`src/rtl/dfi_arb_pkg.sv`:
```
// Shared types and default timing for the DFI update / PHY-master / low-power arbiter.
package dfi_arb_pkg;

    localparam int TPHYUPD_RESP_DEF = 16;
    localparam int TLP_RESP_DEF     = 8;
    localparam int TCTRLUPD_MIN_DEF = 4;
    localparam int TCTRLUPD_MAX_DEF = 32;
    localparam int TIMER_W          = 6;

    typedef enum logic [2:0] {
        ST_IDLE,
        ST_DRAIN,
        ST_PHYUPD,
        ST_PHYMSTR,
        ST_CTRLUPD,
        ST_LP_REQ,
        ST_LP_ACTIVE,
        ST_LP_EXIT
    } dfi_arb_state_e;

    // Declaration order is the arbitration priority, highest first.
    typedef enum logic [1:0] {
        SEL_PHYUPD,
        SEL_PHYMSTR,
        SEL_CTRLUPD,
        SEL_LP
    } dfi_arb_sel_e;

    function automatic dfi_arb_state_e sel_to_state(input dfi_arb_sel_e sel);
        case (sel)
            SEL_PHYUPD:  return ST_PHYUPD;
            SEL_PHYMSTR: return ST_PHYMSTR;
            SEL_CTRLUPD: return ST_CTRLUPD;
            default:     return ST_LP_REQ;
        endcase
    endfunction

endpackage

```
`src/rtl/dfi_arb_timer.sv`:
```
// Loadable down-counter that stops at zero; expired is high while the count is zero.
module dfi_arb_timer
    import dfi_arb_pkg::*;
#(
    parameter int W = TIMER_W
) (
    input  logic         clock,
    input  logic         reset,
    input  logic         load,
    input  logic [W-1:0] load_val,
    output logic [W-1:0] count,
    output logic         expired
);

    always_ff @(posedge clock or posedge reset) begin
        if (reset) begin
            count <= '0;
        end else if (load) begin
            count <= load_val;
        end else if (count != '0) begin
            count <= count - W'(1);
        end
    end

    assign expired = (count == '0);

endmodule

```
`src/rtl/dfi_upd_lp_arbiter.sv`:
```
// MC-side sequencer for DFI phyupd / phymstr / ctrlupd / low-power handshakes with
// command drain and mutual exclusion of all grants.
module dfi_upd_lp_arbiter
    import dfi_arb_pkg::*;
#(
    parameter int TPHYUPD_RESP = TPHYUPD_RESP_DEF,
    parameter int TLP_RESP     = TLP_RESP_DEF,
    parameter int TCTRLUPD_MIN = TCTRLUPD_MIN_DEF,
    parameter int TCTRLUPD_MAX = TCTRLUPD_MAX_DEF
) (
    input  logic           clock,
    input  logic           reset,
    input  logic           init_start,
    input  logic           cmd_idle,
    output logic           cmd_block,
    input  logic           ctrlupd_trig,
    output logic           ctrlupd_done,
    input  logic           lp_trig,
    input  logic           lp_exit,
    input  logic [5:0]     lp_wakeup_in,
    output logic           lp_active,
    output logic           lp_timeout,
    input  logic           phyupd_req,
    input  logic [1:0]     phyupd_type,
    output logic           phyupd_ack,
    input  logic           phymstr_req,
    output logic           phymstr_ack,
    output logic           ctrlupd_req,
    input  logic           ctrlupd_ack,
    output logic           lp_ctrl_req,
    output logic [5:0]     lp_ctrl_wakeup,
    input  logic           lp_ctrl_ack,
    output logic           phyupd_late,
    output dfi_arb_state_e fsm_state
);

    // Handshakes: every req/ack pair is a level handshake; a grant stays high until
    // the requester drops its level and the FSM samples that drop.

    dfi_arb_state_e     state_q, state_d;
    dfi_arb_sel_e       sel_q, sel_d;
    logic               drop_q, drop_d, ack_seen_q, ack_seen_d;
    logic [5:0]         wake_q, wake_d;
    logic               abort, ctl_min_met;
    logic               tmr_load, tmr_expired;
    logic [TIMER_W-1:0] tmr_load_val, tmr_count;
    logic               phyupd_req_q, phyupd_rise, wd_armed_q, wd_expired;
    logic [TIMER_W-1:0] unused_wd_count;
    logic               unused_type;

    logic       cmd_block_d, ctrlupd_done_d, lp_active_d, lp_timeout_d;
    logic       phyupd_ack_d, phymstr_ack_d, ctrlupd_req_d, lp_ctrl_req_d;
    logic [5:0] lp_ctrl_wakeup_d;

    assign unused_type = ^phyupd_type;
    assign fsm_state   = state_q;
    assign abort       = init_start && !(state_q inside {ST_IDLE, ST_PHYUPD, ST_PHYMSTR});
    assign ctl_min_met = (tmr_count <= TIMER_W'(TCTRLUPD_MAX - TCTRLUPD_MIN));

    // Shared by CTRLUPD (max hold) and LP_REQ (ack timeout); loaded on state entry.
    assign tmr_load     = (state_d != state_q) && (state_d inside {ST_CTRLUPD, ST_LP_REQ});
    assign tmr_load_val = (state_d == ST_CTRLUPD) ? TIMER_W'(TCTRLUPD_MAX - 1)
                                                  : TIMER_W'(TLP_RESP - 1);

    dfi_arb_timer #(.W(TIMER_W)) u_seq_timer (
        .clock    (clock),
        .reset    (reset),
        .load     (tmr_load),
        .load_val (tmr_load_val),
        .count    (tmr_count),
        .expired  (tmr_expired)
    );

    assign phyupd_rise = phyupd_req && !phyupd_req_q;

    dfi_arb_timer #(.W(TIMER_W)) u_wd_timer (
        .clock    (clock),
        .reset    (reset),
        .load     (phyupd_rise),
        .load_val (TIMER_W'(TPHYUPD_RESP - 1)),
        .count    (unused_wd_count),
        .expired  (wd_expired)
    );

    always_ff @(posedge clock or posedge reset) begin
        if (reset) begin
            state_q    <= ST_IDLE;
            sel_q      <= SEL_PHYUPD;
            drop_q     <= 1'b0;
            ack_seen_q <= 1'b0;
            wake_q     <= '0;
        end else begin
            state_q    <= state_d;
            sel_q      <= sel_d;
            drop_q     <= drop_d;
            ack_seen_q <= ack_seen_d;
            wake_q     <= wake_d;
        end
    end

    always_comb begin
        state_d    = state_q;
        sel_d      = sel_q;
        drop_d     = drop_q;
        ack_seen_d = ack_seen_q;
        wake_d     = wake_q;
        case (state_q)
            ST_IDLE: begin
                if (!init_start) begin
                    state_d = ST_DRAIN;
                    if (phyupd_req)        sel_d = SEL_PHYUPD;
                    else if (phymstr_req)  sel_d = SEL_PHYMSTR;
                    else if (ctrlupd_trig) sel_d = SEL_CTRLUPD;
                    else if (lp_trig)      sel_d = SEL_LP;
                    else                   state_d = ST_IDLE;
                end
            end
            ST_DRAIN: begin
                if (phyupd_req)
                    sel_d = SEL_PHYUPD;
                else if (phymstr_req && (sel_q inside {SEL_CTRLUPD, SEL_LP}))
                    sel_d = SEL_PHYMSTR;
                if (cmd_idle && !init_start) state_d = sel_to_state(sel_d);
            end
            ST_PHYUPD:  if (!phyupd_req)  state_d = ST_IDLE;
            ST_PHYMSTR: if (!phymstr_req) state_d = ST_IDLE;
            ST_CTRLUPD: begin
                if (!drop_q) begin
                    if (ctrlupd_ack) ack_seen_d = 1'b1;
                    if (tmr_expired || (ctl_min_met && (ack_seen_q || ctrlupd_ack)))
                        drop_d = 1'b1;
                end else if (!ctrlupd_ack) begin
                    state_d = ST_IDLE;
                end
            end
            ST_LP_REQ: begin
                if (lp_ctrl_ack)      state_d = ST_LP_ACTIVE;
                else if (tmr_expired) state_d = ST_IDLE;
            end
            ST_LP_ACTIVE: if (lp_exit || phyupd_req) state_d = ST_LP_EXIT;
            ST_LP_EXIT:   if (!lp_ctrl_ack) state_d = ST_IDLE;
            default:      state_d = ST_IDLE;
        endcase
        if (abort) state_d = ST_IDLE;
        if (state_d != ST_CTRLUPD) begin
            drop_d     = 1'b0;
            ack_seen_d = 1'b0;
        end
        if (state_d == ST_LP_REQ && state_q != ST_LP_REQ) wake_d = lp_wakeup_in;
    end

    // Outputs are decoded from the next state so the registered copies line up with state_q.
    always_comb begin
        cmd_block_d      = (state_d != ST_IDLE);
        phyupd_ack_d     = (state_d == ST_PHYUPD);
        phymstr_ack_d    = (state_d == ST_PHYMSTR);
        ctrlupd_req_d    = (state_d == ST_CTRLUPD) && !drop_d;
        ctrlupd_done_d   = (state_q == ST_CTRLUPD) && (state_d == ST_IDLE) && drop_q && !init_start;
        lp_ctrl_req_d    = (state_d inside {ST_LP_REQ, ST_LP_ACTIVE});
        lp_active_d      = (state_d == ST_LP_ACTIVE);
        lp_timeout_d     = (state_q == ST_LP_REQ) && (state_d == ST_IDLE) && !init_start;
        lp_ctrl_wakeup_d = lp_ctrl_req_d ? wake_d : 6'd0;
    end

    always_ff @(posedge clock or posedge reset) begin
        if (reset) begin
            cmd_block      <= 1'b0;
            phyupd_ack     <= 1'b0;
            phymstr_ack    <= 1'b0;
            ctrlupd_req    <= 1'b0;
            ctrlupd_done   <= 1'b0;
            lp_ctrl_req    <= 1'b0;
            lp_active      <= 1'b0;
            lp_timeout     <= 1'b0;
            lp_ctrl_wakeup <= '0;
        end else begin
            cmd_block      <= cmd_block_d;
            phyupd_ack     <= phyupd_ack_d;
            phymstr_ack    <= phymstr_ack_d;
            ctrlupd_req    <= ctrlupd_req_d;
            ctrlupd_done   <= ctrlupd_done_d;
            lp_ctrl_req    <= lp_ctrl_req_d;
            lp_active      <= lp_active_d;
            lp_timeout     <= lp_timeout_d;
            lp_ctrl_wakeup <= lp_ctrl_wakeup_d;
        end
    end

    // Watchdog is armed by a phyupd_req rise and disarmed by ack or by the PHY giving up.
    always_ff @(posedge clock or posedge reset) begin
        if (reset) begin
            phyupd_req_q <= 1'b0;
            wd_armed_q   <= 1'b0;
            phyupd_late  <= 1'b0;
        end else begin
            phyupd_req_q <= phyupd_req;
            if (wd_armed_q && !phyupd_rise && phyupd_req && !phyupd_ack && wd_expired)
                phyupd_late <= 1'b1;
            if (phyupd_rise)
                wd_armed_q <= 1'b1;
            else if (!phyupd_req || phyupd_ack || wd_expired)
                wd_armed_q <= 1'b0;
        end
    end

endmodule
```
`config.mk`:
```
export PLATFORM = sky130hd
export DESIGN_NAME = dfi_upd_lp_arbiter
export DESIGN_NICKNAME = d
export VERILOG_FILES = /design/src/rtl/dfi_arb_pkg.sv /design/src/rtl/dfi_arb_timer.sv /design/src/rtl/dfi_upd_lp_arbiter.sv
export SDC_FILE = /design/constraint.sdc
export NUM_CORES = 1
export LEC_CHECK = 0
export ABC_AREA = 1
export CAP_MARGIN = 20
export CORE_ASPECT_RATIO = 1.1
export CORE_MARGIN = 5
export CORE_UTILIZATION = 38
export DETAILED_ROUTE_END_ITERATION = 8
export GPL_TIMING_DRIVEN = 0
export PLACE_DENSITY = 0.56
export SYNTH_ARGS = -nofsm -noshare
export SYNTH_HDL_FRONTEND = slang
export SYNTH_SLANG_ARGS = --single-unit
```
`constraint.sdc`:
```
create_clock -name clock -period 2.2 [get_ports clock]
set_clock_uncertainty 0.15 [all_clocks]
set_input_delay 0.33 -clock clock [delete_from_list [all_inputs] [get_ports clock]]
set_output_delay 0.33 -clock clock [all_outputs]
set_load 0.005 [all_outputs]
```
==> impl_metrics.toml, run 1 <==
[grt]
grt_max_degree = 27
track_usage = 0.129
grt_use_met1 = 0.168
use_met3 = 0.0343
grt.busiest_layer = "met2"
first_global_vias = 1618
grt_antenna_before_repair = 0
grt_pass1_wl_mm = 7.33
overflow = 0
grt_util_met2 = 0.214

[floorplan]
core-area_um2 = 5660
die_h_um = 89.4
die_w_um = 82.2
ioPinCount = 37
initial_core_util = 0.385
fp.dieArea_um2 = 7350
rows = 29

[synth]
ys_seq_elements = 42
ys_seq_area_frac = 0.482
synth_fp_nets = 285
syn_area_um2 = 2180
ys_types = 31
yosys-top-cells-count = "52 x inv_1, 48 x nand2_1, 42 x dfrtp_1"
synth-edff-count = 0
synth_area_leader_cell = "dfrtp_1"
synthesis.yosys.warnings = 0
synth_top_area_frac = 0.482
synthTopCellsByArea = "dfrtp_1 48%, inv_1 9.0%, nand2_1 8.3%"
yosysMostFrequentCell = "inv_1"
async_flop_share = 1.00
synth_top_flop_cell = "dfrtp_1"
avgSynthCellArea_um2 = 8.28
netlist_instances = 263

[setup_path]
cp-end-kind = "flop"
critPathMaxFanout = 7
start_kind = "primary input"
worst_ep_required_time_ps = 2210
crit_arrival_ps = 2050
crit_type = "in -> reg"

[finish]
multi_input_area_um2 = 898
fillerInstances = 572
regArea_um2 = 1050
drive_gt1_frac = 0.121
antennaDiodeCount = 0
final_nets = 327
area_delta_synth_final_pct = 24.7

[route]
ant_nets = 0
viasPerCell = 4.47
drt_first_pass_iters = 4
post_drt_wl_per_cell_um = 11.4
drtIter0Drc = 62
vias = 1708
wl_mm = 4.35
post-route-drc-count = 0

[cts]
postCtsSetupRepairBufs = 0
cts_max_path_buffers = 2
cts_tree = "built"
cts-root-buf = "clkbuf_8"
cts_sinks = 42
htreeDepth = 2
cts_inserted_buffers = 5
clock_latency_ps = 280
clkSlewWorstSetupHoldPaths_ps = 70

[timing]
timing.final.crit_share = 0.928
final-setup-viol-count = 0
finalWorstSetupSlack_ps = 159
slew_headroom = 0.746
slew_viol_final = 0
rsz0062_at_grt = "false"
final-hold-violation-count = 0
finalCriticalPeriod_ps = 2040
finalSetupTns_ps = 0
hold_slack_ps = 168
max_freq_mhz = 490
worst_slew_pin_slew_ps = 380

[place]
gp_congestion = 0.785
dpl.hpwl_mm = 3.36
port-buffer-count = 34
post-place-ws_ps = -192

[pwr]
power_density_nw_per_um2 = 1120
power.leakage_nw = 1.40
vdd_drop_max_v = 0.000575

[flow_run]
drv_cap = 0

[hold_path]
hold_class = "in -> reg"

[status]
status = "finished clean"
==> logic make-up after synthesis <==
group | synth area share
xor+xnor | 0.0201
fa+ha+maj | 0.0172
simple gates | 0.317
compound gates | 0.0569
flops | 0.482
buf+inv | 0.106
==> per-layer routing <==
metal / wire length (µm) / up-vias
li1: - / 894
met4: 0 / 0
met5: 0 / -
met2: 2150 / 21
met3: 156 / 0
met1: 2050 / 793
==> final timing paths <==
kind                            depth (start not counted)  slack (ps)              endpoint          from
worst max-delay path                                   11         160     lp_ctrl_wakeup[1]    init_start
worst min-delay path                                    1         170          phyupd_req_q    phyupd_req
worst max register to register                         12         170     lp_ctrl_wakeup[1]  fsm_state[1]
worst min register to register                          1         330           phyupd_late   phyupd_late
max in group asynchronous                               3        1250  u_seq_timer.count[0]         reset
min in group asynchronous                               2         190   u_wd_timer.count[5]         reset
==> power breakdown <==
part / internal, mW / switching, mW
Sequential: 1.01 / 0.132
Clock: 0.219 / 0.236
Combinational: 0.591 / 0.846
Total: 1.82 / 1.21
==> per-stage QoR <==
step	cells	util	instance area, µm²	total power [mW]
2_1_floorplan	263	-	2180	2.19
3_5_place_dp	375	0.466	2640	2.61
3_3_place_gp	374	0.462	2620	2.59
6_report	382	0.480	2720	3.04
5_1_grt	382	0.480	2720	3.31
4_1_cts	382	0.479	2710	3.09
==> final cells by class <==
type,count,share of cell area
timing repair buffer,35,0.134
sequential,42,0.387
buffer,2,0.00691
clock buffer,7,0.0281
inverter,56,0.0783
multi-input combinational,163,0.331
tap,77,0.0355
==> cells in the final DEF (no fill, tap or decap), types with 2 or more instances in the layout <==
cell type,instances
inv_1,51
nand2_1,48
dfrtp_1,42
nor2_1,35
clkdlybuf4s50_1,33
nand3_1,20
a21oi_1,6
nor2_2,5
o21ai_0,5
clkbuf_8,5
inv_2,4
nand2_2,4
nor2_4,4
o211ai_1,4
nand3_2,4
nand4_1,4
nand3_4,3
xor2_1,3
nor3_1,3
ha_1,3
xnor2_1,2
nand2_4,2
clkbuf_1,2
==> sequential cells by signal, indices dropped and copies added (netlist names), 2 cells and up <==
name	cells
u_wd_timer.count	6
fsm_state	3
wake_q	6
lp_ctrl_wakeup	6
u_seq_timer.count	6
sel_q	2
==> timing repair <==
| action | CTS | global route |
|---|---|---|
| gates resized for setup | 0 | 2 |
| hold buffers | 0 | 0 |
| endpoints found under the setup margin | 0 | 13 |
==> worst max-delay path, stage by stage <==
cell             delay, ps
clkdlybuf4s50_1        420
inv_1                  180
nand2_1                100
nand3_1                 90
nand2_1                 80
nor2_2                 140
nand3_2                110
nand2_4                130
nor2_4                  70
nor2_2                 300
nor2_1                 100
(Power assumes the default switching activity.)
==> run 2: changes to the inputs <==
--- a/config.mk
+++ b/config.mk
@@ -12,7 +12,7 @@
 export CORE_UTILIZATION = 38
 export DETAILED_ROUTE_END_ITERATION = 8
 export GPL_TIMING_DRIVEN = 0
-export PLACE_DENSITY = 0.56
+export PLACE_DENSITY = 0.59
 export SYNTH_ARGS = -nofsm -noshare
 export SYNTH_HDL_FRONTEND = slang
 export SYNTH_SLANG_ARGS = --single-unit
==> constraint.sdc (replaced) <==
create_clock -name clock -period 1.65 [get_ports clock]
set_clock_uncertainty 0.15 [all_clocks]
set_input_delay 0.2475 -clock clock [delete_from_list [all_inputs] [get_ports clock]]
set_output_delay 0.2475 -clock clock [all_outputs]
set_load 0.005 [all_outputs]
==> run 2 against run 1 <==
The flow now finishes with violations (negative setup slack). Setup slack worse by 500 ps. Hold slack got worse by 38 ps. First-iteration DRC count is 50% higher. Total power up 75%. Clock power rose by 81%. Cell count rose by 6.5%. Utilization grew 8.2 points. Clock-buffer cell count decreased by 1. Wire length increased by 17%. Critical path depth did not move. Sequential share of layout area down 5.6 points. Largest cell class is now multi-input combinational cells. Largest power group unchanged.
==> impl_metrics.toml, run 2 (same netlist as run 1, synthesis figures left out) <==
[status]
status = "finished, violations left"
violations = "negative setup slack"

[floorplan]
initial_core_util = 0.385
fp.dieArea_um2 = 7350
core-area_um2 = 5660
die_w_um = 82.2
die_h_um = 89.4
rows = 29
ioPinCount = 37

[route]
post-route-drc-count = 0
ant_nets = 0
vias = 1928
drt_first_pass_iters = 4
post_drt_wl_per_cell_um = 12.6
viasPerCell = 4.74
drtIter0Drc = 93
wl_mm = 5.11

[timing]
final-setup-viol-count = 23
timing.final.crit_share = 1.20
max_freq_mhz = 503
final-hold-violation-count = 0
finalWorstSetupSlack_ps = -337
slew_viol_final = 0
finalCriticalPeriod_ps = 1990
worst_slew_pin_slew_ps = 484
rsz0062_at_grt = "true"
slew_headroom = 0.677
hold_slack_ps = 130

[grt]
first_global_vias = 1831
grt_max_degree = 23
grt_pass1_wl_mm = 8.31
grt_antenna_before_repair = 0
overflow = 0
track_usage = 0.145

[place]
dpl_cell_area_um2 = 2650
place_inst = 375
gp_congestion = 0.819
dpl.hpwl_mm = 3.31
port-buffer-count = 34

[finish]
layoutNonFillerInstCount = 407
final_common_cell = "inv_1"
area_delta_synth_final_pct = 46.1
multi_input_area_um2 = 1090
most-common-layout-cells = "45 x inv_1, 41 x dfrtp_1, 32 x nand2_1"
regArea_um2 = 1050
drive_gt1_frac = 0.336
final_nets = 351
final_cell_area_um2 = 3180
fillerInstances = 524
antennaDiodeCount = 0

[setup_path]
crit_type = "reg -> reg"
cp-end-kind = "flop"
crit_arrival_ps = 2030
reg2regPathDepth = 11
critPathLaunch = "fsm_state[1]"
r2r_start = "fsm_state[1]"
worst_ep_required_time_ps = 1690
start_kind = "flop"
critPathMaxFanout = 7

[cts]
clkSlewWorstSetupHoldPaths_ps = 80
hold_buffers = 0
htreeDepth = 2
cts_sinks = 42
cts-root-buf = "clkbuf_8"
cts_max_path_buffers = 2
clock_latency_ps = 300
cts_tree = "built"
cts_inserted_buffers = 5

[flow_run]
drv_cap = 0

[hold_path]
hold_class = "in -> async"

[pwr]
power_density_nw_per_um2 = 1670
power.leakage_nw = 1.58
vdd_drop_max_v = 0.00102
[run 2: cell count changes in the layout (fill, tap and decap cells not counted), moves of 4 or more]
cell             before  now
buf_4                 0   21
nand2_1              48   32
nand2_2               4   17
nor2_1               35   24
nand3_1              20   10
nor2_2                5   13
nand3_2               4   11
inv_1                51   45
clkdlybuf4s50_1      33   29
inv_2                 4    8
[run 2: final cells by class]
cell class                      instances  share of cell area
Buffer                                  2             0.00825
Clock buffer                            6              0.0228
Clock inverter                          2              0.0118
Inverter                               56              0.0708
Multi-Input combinational cell        163               0.344
Sequential cell                        42               0.331
Tap cell                               77              0.0303
Timing Repair Buffer                   59               0.182
[run 2: routing by layer]
metal / share of wire / track usage / up-vias
met5: 0 / 0 / -
met2: 0.51 / 0.242 / 46
met4: 0.0094 / 0.0423 / 0
met3: 0.047 / 0.0323 / 5
met1: 0.43 / 0.188 / 926
li1: - / - / 951
[run 2: path summary, 6_finish.rpt]
path	end	slack, ps
hold / removal	lp_timeout	130
setup reg to reg	lp_ctrl_wakeup[0]	-340
max in group asynchronous	u_wd_timer.count[4]	750
min in group clock	phyupd_req_q	200
hold reg to reg	phyupd_late	330
setup / recovery	lp_ctrl_wakeup[0]	-340
[run 2: through the flow]
stage	total power [mW]	setup WS (ps)	setup TNS, ps	util
after floorplan	2.94	-105	-1270	-
after global placement	3.48	-673	-41900	0.463
after detailed placement	3.50	-655	-14790	0.468
after CTS	4.81	-281	-4660	0.530
after global routing	5.68	-416	-7910	0.562
final	5.30	-337	-5830	0.562
[run 2: critical path, stage by stage, from the launching register on]
cell and delay (ps):
dfrtp_2 460, clkinv_4 100, buf_4 120, nand3_4 100
nor2_1 140, nor2_2 70, nand3_4 100, nand3_4 100
nor2_4 260, nand3_2 120, nand2_2 90, nor2_1 50
[run 2: power by group]
part	internal (mW)	total [mW]	switching (mW)
sequential	1.35	1.55	0.201
combinational	1.37	2.93	1.56
clock	0.452	0.825	0.373
total	3.17	5.30	2.13
[run 2: what timing repair did]
item	4_1_cts	5_1_grt
setup buffers	16	8
pin swaps	24	20
resized for setup	30	42
endpoints found under the setup margin	24	27
